### config.mk
export PLATFORM = sky130hd
export DESIGN_NAME = arc4_ctrl
export DESIGN_NICKNAME = d
export VERILOG_FILES = /design/src/rtl/arc4_ctrl.sv
export SDC_FILE = /design/constraint.sdc
export NUM_CORES = 1
export LEC_CHECK = 0
export ABC_AREA = 1
export BUFFER_PORTS_ARGS = -buffer_cell sky130_fd_sc_hd__clkbuf_2
export CELL_PAD_IN_SITES_DETAIL_PLACEMENT = 1
export CELL_PAD_IN_SITES_GLOBAL_PLACEMENT = 2
export CORE_MARGIN = 2
export CORE_UTILIZATION = 22
export CTS_CLUSTER_DIAMETER = 120
export CTS_CLUSTER_SIZE = 28
export DETAILED_ROUTE_END_ITERATION = 10
export PLACE_DENSITY = 0.95
export SYNTH_ARGS = -nofsm -noshare
export SYNTH_HDL_FRONTEND = slang
export SYNTH_SLANG_ARGS = --single-unit
### constraint.sdc
create_clock -name clk -period 3.4 [get_ports clk]
set_input_delay 0.51 -clock clk [delete_from_list [all_inputs] [get_ports clk]]
set_output_delay 0.51 -clock clk [all_outputs]
set_load 0.01 [all_outputs]
### src/rtl/arc4_ctrl.sv
// arc4_ctrl: sequencer for one ARC4 decrypt pass.
// Runs init -> ksa -> prga with the rdy/en handshake on each sub-block and
// arbitrates the shared single-port S RAM so only the active sub-block drives it.
// Optional build macro ARC4_CTRL_CYCLE_CNT_EN adds a saturating busy-cycle
// counter on output cycles[31:0].
module arc4_ctrl #(
  parameter int KEY_W       = 24,
  parameter int ACK_TIMEOUT = 4
) (
  input  logic             clk,
  input  logic             rst_n,
  output logic             rdy,
  input  logic             en,
  input  logic [KEY_W-1:0] key,
  output logic             err,
  input  logic             init_rdy,
  input  logic             ksa_rdy,
  input  logic             prga_rdy,
  output logic             init_en,
  output logic             ksa_en,
  output logic             prga_en,
  output logic [KEY_W-1:0] ksa_key,
  input  logic [7:0]       init_s_addr,
  input  logic [7:0]       ksa_s_addr,
  input  logic [7:0]       prga_s_addr,
  input  logic [7:0]       init_s_din,
  input  logic [7:0]       ksa_s_din,
  input  logic [7:0]       prga_s_din,
  input  logic             init_s_wren,
  input  logic             ksa_s_wren,
  input  logic             prga_s_wren,
  output logic [7:0]       s_addr,
  output logic [7:0]       s_din,
`ifdef ARC4_CTRL_CYCLE_CNT_EN
  output logic             s_wren,
  output logic [31:0]      cycles
`else
  output logic             s_wren
`endif
);

  // Counter covers 0..ACK_TIMEOUT so the width is safe for any timeout >= 1.
  localparam int ACK_W = $clog2(ACK_TIMEOUT + 1);
  localparam logic [ACK_W-1:0] ACK_LAST = ACK_W'(ACK_TIMEOUT - 1);

  typedef enum logic [3:0] {
    S_IDLE     = 4'd0,
    S_INIT_GO  = 4'd1,
    S_INIT_ACK = 4'd2,
    S_INIT_RUN = 4'd3,
    S_KSA_GO   = 4'd4,
    S_KSA_ACK  = 4'd5,
    S_KSA_RUN  = 4'd6,
    S_PRGA_GO  = 4'd7,
    S_PRGA_ACK = 4'd8,
    S_PRGA_RUN = 4'd9,
    S_DONE     = 4'd10
  } state_t;

  typedef enum logic [1:0] {
    G_NONE = 2'd0,
    G_INIT = 2'd1,
    G_KSA  = 2'd2,
    G_PRGA = 2'd3
  } grant_t;

  state_t           state, state_nxt;
  grant_t           grant, grant_nxt;
  logic [ACK_W-1:0] ack_cnt, ack_cnt_nxt;
  logic [KEY_W-1:0] key_q, key_nxt;
  logic             err_q, err_nxt;
  logic             rdy_q, rdy_nxt;
  logic             init_en_q, init_en_nxt;
  logic             ksa_en_q, ksa_en_nxt;
  logic             prga_en_q, prga_en_nxt;
  logic             sel_rdy;

  // Pick the ready line of the sub-block that owns the current phase.
  always_comb begin
    sel_rdy = 1'b0;
    case (state)
      S_INIT_GO, S_INIT_ACK, S_INIT_RUN: sel_rdy = init_rdy;
      S_KSA_GO,  S_KSA_ACK,  S_KSA_RUN:  sel_rdy = ksa_rdy;
      S_PRGA_GO, S_PRGA_ACK, S_PRGA_RUN: sel_rdy = prga_rdy;
      default:                           sel_rdy = 1'b0;
    endcase
  end

  // Next-state, start pulses, ack timeout and key/err updates.
  always_comb begin
    state_nxt   = state;
    ack_cnt_nxt = ack_cnt;
    key_nxt     = key_q;
    err_nxt     = err_q;
    init_en_nxt = 1'b0;
    ksa_en_nxt  = 1'b0;
    prga_en_nxt = 1'b0;
    case (state)
      S_IDLE: begin
        if (en) begin
          key_nxt   = key;
          err_nxt   = 1'b0;
          state_nxt = S_INIT_GO;
        end else begin
          state_nxt = S_IDLE;
        end
      end
      S_INIT_GO, S_KSA_GO, S_PRGA_GO: begin
        ack_cnt_nxt = {ACK_W{1'b0}};
        if (sel_rdy) begin
          if (state == S_INIT_GO) begin
            init_en_nxt = 1'b1;
            state_nxt   = S_INIT_ACK;
          end else if (state == S_KSA_GO) begin
            ksa_en_nxt  = 1'b1;
            state_nxt   = S_KSA_ACK;
          end else begin
            prga_en_nxt = 1'b1;
            state_nxt   = S_PRGA_ACK;
          end
        end else begin
          state_nxt = state;
        end
      end
      S_INIT_ACK, S_KSA_ACK, S_PRGA_ACK: begin
        if (!sel_rdy) begin
          if (state == S_INIT_ACK) begin
            state_nxt = S_INIT_RUN;
          end else if (state == S_KSA_ACK) begin
            state_nxt = S_KSA_RUN;
          end else begin
            state_nxt = S_PRGA_RUN;
          end
        end else if (ack_cnt == ACK_LAST) begin
          // Sub-block never acknowledged its start pulse: abort the pass.
          err_nxt   = 1'b1;
          state_nxt = S_IDLE;
        end else begin
          ack_cnt_nxt = ack_cnt + {{(ACK_W-1){1'b0}}, 1'b1};
        end
      end
      S_INIT_RUN: begin
        if (init_rdy) begin
          state_nxt = S_KSA_GO;
        end else begin
          state_nxt = S_INIT_RUN;
        end
      end
      S_KSA_RUN: begin
        if (ksa_rdy) begin
          state_nxt = S_PRGA_GO;
        end else begin
          state_nxt = S_KSA_RUN;
        end
      end
      S_PRGA_RUN: begin
        if (prga_rdy) begin
          state_nxt = S_DONE;
        end else begin
          state_nxt = S_PRGA_RUN;
        end
      end
      S_DONE: begin
        state_nxt = S_IDLE;
      end
      default: begin
        state_nxt = S_IDLE;
      end
    endcase
  end

  // Grant and ready follow the state being entered so both are registered.
  always_comb begin
    grant_nxt = G_NONE;
    case (state_nxt)
      S_INIT_GO, S_INIT_ACK, S_INIT_RUN: grant_nxt = G_INIT;
      S_KSA_GO,  S_KSA_ACK,  S_KSA_RUN:  grant_nxt = G_KSA;
      S_PRGA_GO, S_PRGA_ACK, S_PRGA_RUN: grant_nxt = G_PRGA;
      default:                           grant_nxt = G_NONE;
    endcase
    rdy_nxt = (state_nxt == S_IDLE);
  end

  // Controller state and registered outputs.
  always_ff @(posedge clk) begin
    if (!rst_n) begin
      state     <= S_IDLE;
      grant     <= G_NONE;
      ack_cnt   <= {ACK_W{1'b0}};
      key_q     <= {KEY_W{1'b0}};
      err_q     <= 1'b0;
      rdy_q     <= 1'b1;
      init_en_q <= 1'b0;
      ksa_en_q  <= 1'b0;
      prga_en_q <= 1'b0;
    end else begin
      state     <= state_nxt;
      grant     <= grant_nxt;
      ack_cnt   <= ack_cnt_nxt;
      key_q     <= key_nxt;
      err_q     <= err_nxt;
      rdy_q     <= rdy_nxt;
      init_en_q <= init_en_nxt;
      ksa_en_q  <= ksa_en_nxt;
      prga_en_q <= prga_en_nxt;
    end
  end

  // S RAM port goes to the granted requester only; idle grant drives zeros.
  always_comb begin
    s_addr = 8'h00;
    s_din  = 8'h00;
    s_wren = 1'b0;
    case (grant)
      G_INIT: begin
        s_addr = init_s_addr;
        s_din  = init_s_din;
        s_wren = init_s_wren;
      end
      G_KSA: begin
        s_addr = ksa_s_addr;
        s_din  = ksa_s_din;
        s_wren = ksa_s_wren;
      end
      G_PRGA: begin
        s_addr = prga_s_addr;
        s_din  = prga_s_din;
        s_wren = prga_s_wren;
      end
      default: begin
        s_addr = 8'h00;
        s_din  = 8'h00;
        s_wren = 1'b0;
      end
    endcase
  end

`ifdef ARC4_CTRL_CYCLE_CNT_EN
  logic [31:0] cycles_q;

  // Busy-cycle counter: restarts on accept, counts while busy, saturates.
  always_ff @(posedge clk) begin
    if (!rst_n) begin
      cycles_q <= 32'h0000_0000;
    end else if (state == S_IDLE && en) begin
      cycles_q <= 32'h0000_0000;
    end else if (!rdy_q && cycles_q != 32'hFFFF_FFFF) begin
      cycles_q <= cycles_q + 32'h0000_0001;
    end else begin
      cycles_q <= cycles_q;
    end
  end

  assign cycles = cycles_q;
`endif

  assign rdy     = rdy_q;
  assign err     = err_q;
  assign init_en = init_en_q;
  assign ksa_en  = ksa_en_q;
  assign prga_en = prga_en_q;
  assign ksa_key = key_q;

endmodule

# After elaboration in Yosys (flattened, before gate mapping)
# Memories as Yosys holds them, arrays and structs flattened. A register that Yosys moved wholly into a read port is not among the register bits.
# Index checks and enable logic that the tools add are counted.
# word_totals
register_bits	36
latchBits	0
ram_bits	0
romBits	32
input_bits	81
word_cells	71
mem_count	1
# mem_list
name	depth	word_bits	read_ports	rd_clocked_by_memory_dff	wr	line_no	source
(no name shown)	16	2	1	1	0	175	case (state_nxt)
# classes
addsub	1
n_mul	0
div	0
n_lt_le_gt_ge	0
eq_ne	17
shifts	0
mux	26
n_bitwise	3
reduce_logical	15
# ops
operator	n
one-hot mux 8 bit (3 select lines)	2
two-way mux 4 bit	7
one-hot mux 4 bit (6 select lines)	1
equality test 4 x 3 -> 1 bit, second input constant	4
OR reduction 3 bit	5
two-way mux 3 bit	3
equality test 4 x 2 -> 1 bit, second input constant	2
equality test 4 bit, second input constant	2
logical NOT 4 bit	2
two-way mux 1 bit	8
inequality test 2 bit, second input constant	4
one-hot mux 1 bit (3 select lines)	2
one-hot mux 3 bit (2 select lines)	1
AND reduction 3 bit	2
equality test 2 bit, second input constant	2
equality test 4 x 1 -> 1 bit, second input constant	1
AND reduction 4 bit	1
nonzero test 2 bit	2
OR reduction 4 bit	1
adder 3 x 1 -> 3 bit, second input constant	1
equality test 3 x 2 -> 1 bit, second input constant	1
NOT 1 bit	3
equality test 2 x 1 -> 1 bit, second input constant	1
two-way mux 2 bit	1
3 further kinds	3

# Depth between registers and ports, before layout
# Gate-level depths: netlist of run 1.
# logic_depth
ltp_word	6
depth_mapped	17
ltp_nobuf	15

# Least setup slack after synthesis of run 1
# Ideal clock, no wire load.
# synth_path
kind	reg-to-output
start	register grant[0]
end	output port s_addr[5]
t_arrival_ns	1.127
required_ns	2.890
path_slack_ns	1.763
stages_incl_launch_ff	6
path_cell_list	dfxtp_1 > inv_1 > nor2_1 > clkbuf_1 > nand2_1 > nand3_1
# synth_via
elab_chain_len	2
word_cells_on_any_way	4
classes_between	3 x eq/ne; 1 x mux
# synth_rtl
element	line_no	source
start: declaration	68	grant_t grant, grant_nxt;
equality test 2 bit or equality test 2 x 1 -> 1 bit (tied branches)	214	case (grant)
one-hot mux 8 bit (3 select lines) *	214	
end: declaration	32	output logic [7:0] s_addr,
# Mark *: on every way between the ends. The rest lies on a longest branch, timed or not.

# Worst setup path in the final report of run 1
# layout_path
start	register grant[0]
end	output port s_addr[0]
# The elaborated chain is that of the path after synthesis.

==> flow_summary.toml, run 1 <==
[run_status]
status = "finished, final reports clean"

[routing]
drcViolationCount = 0
avgRoutedWirePerCell_um = 12.2
ant_nets = 0
first_pass_iters = 4
routed_wl_mm = 6.78
num_vias = 2496
drt-initial-drc-count = 77
via_per_inst = 4.48

[grt]
grt.overflow.total = 0
grt_max_degree = 28
antenna_found_initial = 0
first_global_vias = 2432
grt_use_total_pct = 13.4
grt_pass1_wl_mm = 11.0

[layout]
areaGrowthSynthToFinish_pct = 40.5
final_util_pct = 31.5
drive_gt1_share_pct = 34.8
fillers = 1219
n_antenna_cell = 0
design_area_sq_um = 2870
layout.nets = 529

[critical_path]
r2r-end = "grant[0]$_SDFF_PN0_"
cp_slowest_cell = "nor2_1"
crit_chain = "inv_1, nor2_1, nand2_1, nand3_1, clkbuf_2"
critPathCaptureType = "output pin"
critPathLaunchType = "flop"
critPathArrivalTime_ns = 1.92
reg2reg_slack_ns = 1.45
crit_buf_inv = 2
cp_top_family = "simple AND/OR/NAND/NOR gates"
cpPeakStageDelay_ns = 0.82
rr_startpoint = "state[0]$_SDFF_PN0_"
path_class = "reg -> out"
cp.required_ns = 2.89
crit_path_max_fanout = 17
ff2ff_path_depth = 14

[synth]
yosys.cell_types.count = 25
ys_ff_latch = 38
synth_most_common_cell = "nand2_1"
synth_fp_nets = 407
synth_area_per_cell_sq_um = 6.30
mappedNetlistArea_sq_um = 2040
synth_async_sr_flop_share_pct = 0
synth_flop_cell = "dfxtp_1"
synth_top_cell_area_share_pct = 37.3
syn_inst = 324
ys_top_cells_by_count = "nand2_1 (138), dfxtp_1 (38), nand3_1 (30)"
ys_warn_count = 0
synth.top_cells.by_area = "dfxtp_1 (37%), nand2_1 (25%), nand3_1 (7.4%)"
ys_seq_area_share_pct = 37.3
synth_top_area_cell = "dfxtp_1"
synth_edf_count = 0

[clock_tree]
cts.sinks = 38
cts_buffers = 5
clock_latency_ns = 0.29
clkTransAtPathRegs_ns = 0.08
htree_levels = 2
cts_buffer_depth = 2
clock-root-buffer = "clkbuf_8"
cts_tree = "yes"
postCtsHoldBufs = 0
cts_setup_buffers = 0
cts_resized = 0

[placed_design]
place_area_sq_um = 2760
portBuffers = 126
pre_cts_ws_ns = 1.25
post-dp-hpwl_mm = 5.41
place_congestion = 0.851

[sta]
fin_worst_skew_ns = 0.00742
max_freq_mhz = 412
period_share_pct = 71.4
finalSetupViolCount = 0
hold_viol = 0
period_minus_slack_ns = 2.43
fin_tns_setup_ns = 0
worst_slew_pin_slew_ns = 1.10
rsz0062_at_grt = "false"
relSlewSlack_pct = 26.3
final_max_slew_viol_count = 0
setup_ws_ns = 0.973

[power_and_ir_drop]
power_density_nw_per_um2 = 582
power.leakage_nw = 1.52
ir_drop_mv = 0.259

[worst_hold_path]
hp-class = "in -> reg"
whs_path_depth = 3
min_to = "ksa_key[5]$_SDFFE_PN0P_"
hp-start = "key[5]"

[job]
drv_cap = 0

[die]
chipHeight_um = 100
die_area_sq_um = 10100
rows = 35
dieWidth_um = 100
initial_utilization_pct = 22.4
num_io_pins = 127
core_area_sq_um = 9110
==> worst max path at each step <==
stage / cells after the start / start / to / slack [ns]
6_report: 5 / grant[0]$_SDFF_PN0_ / s_addr[0] / 0.97
5_1_grt: 5 / grant[0]$_SDFF_PN0_ / s_addr[4] / 0.76
4_1_cts: 5 / grant[0]$_SDFF_PN0_ / s_addr[0] / 0.93
3_5_place_dp: 5 / grant[0]$_SDFF_PN0_ / s_addr[0] / 1.25
3_3_place_gp: 5 / grant[0]$_SDFF_PN0_ / s_addr[0] / 1.24
2_1_floorplan: 5 / grant[0]$_SDFF_PN0_ / s_addr[5] / 1.76
==> stage by stage <==
| step | hold slack, ns | instances | total power [mW] |
|---|---|---|---|
| 6_report | 0.444 | 557 | 1.67 |
| 5_1_grt | 0.447 | 557 | 1.82 |
| 4_1_cts | 0.435 | 557 | 1.70 |
| 3_5_place_dp | 0.461 | 550 | 1.30 |
| 3_3_place_gp | 0.452 | 550 | 1.28 |
| 2_1_floorplan | 0.448 | 324 | 1.05 |
==> area by class of cell <==
| cell class | count | area [sq um] | area share, % |
|---|---|---|---|
| Timing Repair Buffer | 127 | 638 | 22.3 |
| Inverter | 28 | 105 | 3.66 |
| Tap cell | 111 | 139 | 4.84 |
| Multi-Input combinational cell | 246 | 1110 | 38.8 |
| Clock inverter | 1 | 30.0 | 1.05 |
| Sequential cell | 38 | 761 | 26.5 |
| Clock buffer | 6 | 82.6 | 2.88 |
==> logic make-up (layout without fill, tap and decap cells) <==
family,count (synthesis),after routing,synth area share (%)
DFF,38,38,37.3
adders and majority gates,2,2,1.23
buffers and inverters,40,162,8.22
and+or+nand+nor,202,202,42.2
AOI/OAI and AO/OA,42,42,11.1
==> report_power, final <==
group | switching [mW] | internal, mW | leakage, nW | total [mW]
sequential | 0.0516 | 0.522 | 0.311 | 0.574
clock | 0.158 | 0.235 | 0.0573 | 0.392
combinational | 0.447 | 0.258 | 1.15 | 0.704
total | 0.656 | 1.01 | 1.52 | 1.67
==> metal layers <==
| metal | wire, um | vias up | track usage (%) | part of all wire, % |
|---|---|---|---|---|
| met5 | 0 | - | 0 | 0 |
| met4 | 53 | 0 | 2.42 | 0.78 |
| met3 | 608 | 6 | 5.36 | 9.0 |
| met2 | 3180 | 100 | 23.6 | 47 |
| met1 | 2940 | 1122 | 15.4 | 43 |
| li1 | - | 1268 | - | - |
==> placed cells by master, fill, tap and decap left out <==
cell type,n
nand2_1,138
clkbuf_2,126
dfxtp_1,38
nand3_1,30
a21oi_1,29
inv_1,18
nor2_1,16
inv_2,7
o21ai_0,6
clkbuf_8,6
nor2_2,4
nand3_2,4
nand4_1,4
clkinv_1,3
nand2_2,3
o21ai_2,2
o21ai_1,2
ha_1,2
nor2_4,1
o211ai_1,1
nor3_1,1
nand3b_1,1
a31oi_1,1
o211a_1,1
bufinv_16,1
buf_4,1
==> registers in the layout, indices dropped and copies added (netlist names) <==
name and flops:
ksa_en 1, state 4, init_en 1, grant 2, err 1, ksa_key 24, rdy 1, prga_en 1
ack_cnt 3
==> worst register-to-register path, stage by stage (launching register included) <==
cell	delay (ns)
dfxtp_1	0.51
inv_1	0.13
nand2_1	0.14
inv_1	0.06
nand3_2	0.05
buf_4	0.28
nand3_1	0.12
nor2_1	0.10
nand2_1	0.07
nor2_2	0.12
inv_1	0.07
nand2_1	0.06
nand2_1	0.05
nand2_1	0.05
nand2_1	0.04
Power figures use the tool's default switching activity.
==> inputs of run 2 (changes only) <==
- CORE_UTILIZATION: 22 -> 18
- PLACE_DENSITY: 0.95 -> 0.85
- clock period: 3.4 -> 2 ns (I/O delays scaled with it)
==> run 2 against run 1 <==
Count of clock-buffer cells in the layout unchanged; setup slack worse by 0.76 ns; core utilization down 3.8 points; flip-flop and latch count is the same; sequential share of layout area down 1.3 points; design area rose by 5.6%; register-to-register slack got worse by 1.2 ns; clock power increased to 2.7 times the previous value.
==> flow_summary.toml, run 2 (synthesis results as in run 1) <==
[run_status]
status = "finished, final reports clean"

[power_and_ir_drop]
comb_power_share_pct = 37.8
power.leakage_nw = 1.58
power_switching_mw = 1.18
netSwitchingFraction_pct = 36.0
ir_drop_mv = 0.340
seqPwrFrac_pct = 29.9
power_density_nw_per_um2 = 1080
p_clk_share_pct = 32.3
p_int_mw = 2.10

[clock_tree]
clock_latency_ns = 0.28
cts_buffer_depth = 2
cts_setup_buffers = 0
cts.sinks = 38
clkTransAtPathRegs_ns = 0.06
postCtsHoldBufs = 0
htree_levels = 2
cts_resized = 0
clock-root-buffer = "clkbuf_16"
cts_buffers = 5
cts_tree = "yes"

[critical_path]
cp.required_ns = 1.70
crit_chain = "nand2_1, clkinv_1, nand2_1, nand3_1, clkbuf_2"
crit_buf_inv = 2
reg2reg_slack_ns = 0.22
r2r-end = "grant[0]$_SDFF_PN0_"
critPathLaunchType = "flop"
rr_startpoint = "state[0]$_SDFF_PN0_"
critPathArrivalTime_ns = 1.49
crit_end = "s_din[6]"
cp_common_cell = "nand2_1"
critPathCaptureType = "output pin"
cp-startpoint = "grant[1]$_SDFF_PN0_"
cp_slowest_cell = "clkinv_1"
cp.depth = 5
path_class = "reg -> out"
ff2ff_path_depth = 11
cpPeakStageDelay_ns = 0.39
cp_top_family = "buffers and inverters"
crit_path_max_fanout = 17

[routing]
first_pass_iters = 4
drt-initial-drc-count = 70
num_vias = 2523
avgRoutedWirePerCell_um = 12.1
ant_nets = 0
routed_wl_mm = 7.11
drcViolationCount = 0
via_per_inst = 4.28

[layout]
final_util_pct = 27.7
final_cell_mix = "nand2_1 (138), clkbuf_2 (126), dfxtp_1 (35)"
design_area_sq_um = 3030
final_common_cell = "nand2_1"
drive_gt1_share_pct = 36.3
fin_cells = 589
areaGrowthSynthToFinish_pct = 48.4
largest_reg_flops = 24
layout.nets = 531
n_antenna_cell = 0

[placed_design]
place_area_sq_um = 2810
placed_cells = 581
post-dp-hpwl_mm = 5.73
portBuffers = 126
place_congestion = 0.850

[die]
die_area_sq_um = 12200
chipHeight_um = 110
rows = 38
initial_utilization_pct = 18.7
core_area_sq_um = 10900
num_io_pins = 127
dieWidth_um = 110

[sta]
period_minus_slack_ns = 1.79
final_max_slew_viol_count = 0
hold_viol = 0
worst_slew_pin_slew_ns = 0.480
whs_ns = 0.246
fin_worst_skew_ns = 0.00676
period_share_pct = 89.4
finalSetupViolCount = 0
max_freq_mhz = 559
relSlewSlack_pct = 67.8

[grt]
grt_use_total_pct = 11.7
grt_pass1_wl_mm = 12.1
antenna_found_initial = 0
first_global_vias = 2613
grt.overflow.total = 0
grt_max_degree = 26

[job]
drv_cap = 0

[worst_hold_path]
hp-class = "in -> reg"
[run 2: changes by cell type in the layout (fill, tap and decap cells not counted), moves of 2 or more]
cell / delta
buf_4: +2
clkbuf_16: +5
clkbuf_8: -5
dfxtp_1: -3
dfxtp_2: +3
[run 2: power by group through the flow]
stage	clock network [mW]	logic, mW	registers (mW)
3_5_place_dp	0	1.25	0.991
5_1_grt	1.13	1.43	0.998
4_1_cts	1.09	1.26	0.975
3_3_place_gp	0	1.23	0.985
6_report	1.06	1.24	0.978
2_1_floorplan	0	0.772	1.01
[run 2: metrics by stage]
step           setup TNS, ns  power [mW]  worst slack, ns
2_1_floorplan              0        1.78            0.421
3_3_place_gp               0        2.21           0.0751
3_5_place_dp               0        2.24           0.0743
4_1_cts                    0        3.33           0.0611
5_1_grt           -0.0000959        3.55       -0.0000959
6_report                   0        3.27            0.213
[run 2: how the worst min path moves through the flow]
stage / to / slack (ns) / start / cells after the start
after floorplan: ksa_key[16]$_SDFFE_PN0P_ / 0.44 / key[16] / 2
after global placement: ksa_key[12]$_SDFFE_PN0P_ / 0.45 / ksa_key[12]$_SDFFE_PN0P_ / 2
after detailed placement: ksa_key[9]$_SDFFE_PN0P_ / 0.46 / ksa_key[9]$_SDFFE_PN0P_ / 2
after CTS: ksa_key[9]$_SDFFE_PN0P_ / 0.24 / key[9] / 3
after global routing: ksa_key[13]$_SDFFE_PN0P_ / 0.25 / key[13] / 3
final: ksa_key[9]$_SDFFE_PN0P_ / 0.25 / key[9] / 3
[run 2: layer usage]
metal	vias to the layer above	GRT usage (%)	part of all wire (%)	routed length, um
li1	1282	-	-	-
met1	1131	13.5	42	2980
met2	101	20.6	48	3400
met3	9	4.45	8.9	635
met4	0	2.50	1.2	85
met5	-	0	0	0
[run 2: cell type report]
| class | count | area [sq um] |
|---|---|---|
| clock buffers | 6 | 139 |
| multi-input cells | 246 | 1130 |
| well taps | 140 | 175 |
| inverters | 28 | 109 |
| flip-flops and latches | 38 | 764 |
| clock inverters | 2 | 60.1 |
| repair buffers | 129 | 653 |
| fillers | 1431 | 7910 |
[run 2: worst min-delay path: stages]
cell and delay, ns:
clkbuf_2 0.08, nand2_1 0.05, a21oi_1 0.05
==> inputs of run 3 (changes only) <==
- CORE_MARGIN: 2 -> default
==> run 3 against run 2 <==
Cell count is 0.17% higher; first-iteration DRC count rose by 2.9%; register-to-register slack hardly changed; critical path type is now reg -> reg; largest power group unchanged; highest routed layer unchanged.
==> flow_summary.toml, run 3 (synthesis results as in run 1) <==
[run_status]
status = "finished, final reports clean"

[layout]
areaGrowthSynthToFinish_pct = 48.4
largest_reg_flops = 24
final_cell_mix = "nand2_1 (138), clkbuf_2 (126), dfxtp_1 (35)"
fillers = 1425
drive_gt1_share_pct = 36.2
fin_cells = 590
final_common_cell = "nand2_1"
n_antenna_cell = 0
final_util_pct = 27.7
layout.nets = 532
design_area_sq_um = 3030

[critical_path]
path_class = "reg -> reg"
crit_path_max_fanout = 12
cp-startpoint = "state[2]$_SDFF_PN0_"
critPathCaptureType = "flop"
critPathArrivalTime_ns = 1.95
ff2ff_path_depth = 13
cp.required_ns = 2.16
rr_startpoint = "state[2]$_SDFF_PN0_"
critPathLaunchType = "flop"

[job]
drv_cap = 0

[routing]
ant_nets = 0
first_pass_iters = 4
via_per_inst = 4.24
avgRoutedWirePerCell_um = 12.0
routed_wl_mm = 7.07
drt-initial-drc-count = 72
num_vias = 2503
drcViolationCount = 0

[clock_tree]
clock-root-buffer = "clkbuf_16"
clock_latency_ns = 0.28
postCtsHoldBufs = 0
clkTransAtPathRegs_ns = 0.07
cts_buffers = 5
cts_resized = 0
cts_buffer_depth = 2
cts.sinks = 38
htree_levels = 2
cts_setup_buffers = 0
cts_tree = "yes"

[worst_hold_path]
whs_path_depth = 3
hp-start = "key[13]"
hp-class = "in -> reg"

[grt]
first_global_vias = 2584
grt_pass1_wl_mm = 11.4
grt_use_total_pct = 12.0
grt.overflow.total = 0
antenna_found_initial = 0
grt_max_degree = 27

[sta]
final_max_slew_viol_count = 0
relSlewSlack_pct = 67.4
hold_viol = 0
period_share_pct = 89.4
rsz0062_at_grt = "false"
setup_ws_ns = 0.212
period_minus_slack_ns = 1.79
whs_ns = 0.245
fin_tns_setup_ns = 0
finalSetupViolCount = 0
worst_slew_pin_slew_ns = 0.486
max_freq_mhz = 559
fin_worst_skew_ns = 0.00957

[die]
initial_utilization_pct = 18.7
core_area_sq_um = 10900
rows = 38
die_area_sq_um = 11800
num_io_pins = 127
chipHeight_um = 108
dieWidth_um = 108

[placed_design]
portBuffers = 126
place_congestion = 0.812
pre_cts_ws_ns = 0.0633
post-dp-hpwl_mm = 5.66
placed_cells = 582
place_area_sq_um = 2810

[power_and_ir_drop]
power.leakage_nw = 1.58
power_density_nw_per_um2 = 1080
ir_drop_mv = 0.380
power_mw = 3.26
==> run 3: routing by layer <==
layer  up-vias  wire [um]  GRT usage [%]
met3         4        686           3.38
li1       1280          -              -
met2        98       3500           23.2
met4         0         47           2.99
met1      1121       2840           12.5
met5         -          0              0
==> run 3: worst paths after layout <==
check             slack [ns]                        to
hold / removal          0.24  ksa_key[13]$_SDFFE_PN0P_
setup reg to reg        0.21       grant[0]$_SDFF_PN0_
hold reg to reg         0.47   ksa_key[7]$_SDFFE_PN0P_
setup / recovery        0.21       grant[0]$_SDFF_PN0_
==> run 3: power breakdown <==
part           switching (mW)  internal [mW]  leakage (nW)
clock network           0.321          0.717        0.0940
registers              0.0899          0.891         0.313
logic                   0.778          0.462          1.17
==> run 3: cell type report <==
cell class                 count  area [sq um]  area share (%)
clock buffer                   5           125            4.13
clock inverter                 3          68.8            2.27
inverter                      28           109            3.60
multi-input combinational    246          1120            37.1
sequential                    38           764            25.2
tap                          140           175            5.79
timing repair buffer         130           661            21.8
==> run 3: worst max-delay path, stage by stage (launching register included) <==
cell and delay (ns):
dfxtp_2 0.41, inv_2 0.09, nor2_4 0.09, nand3_1 0.20, nand3_4 0.23, nand2_1 0.08
nand2_1 0.06, nor2_1 0.05, nor2_2 0.16, nand2_1 0.07, nand2_1 0.06, nand2_1 0.05
nand2_1 0.06, nand2_1 0.05
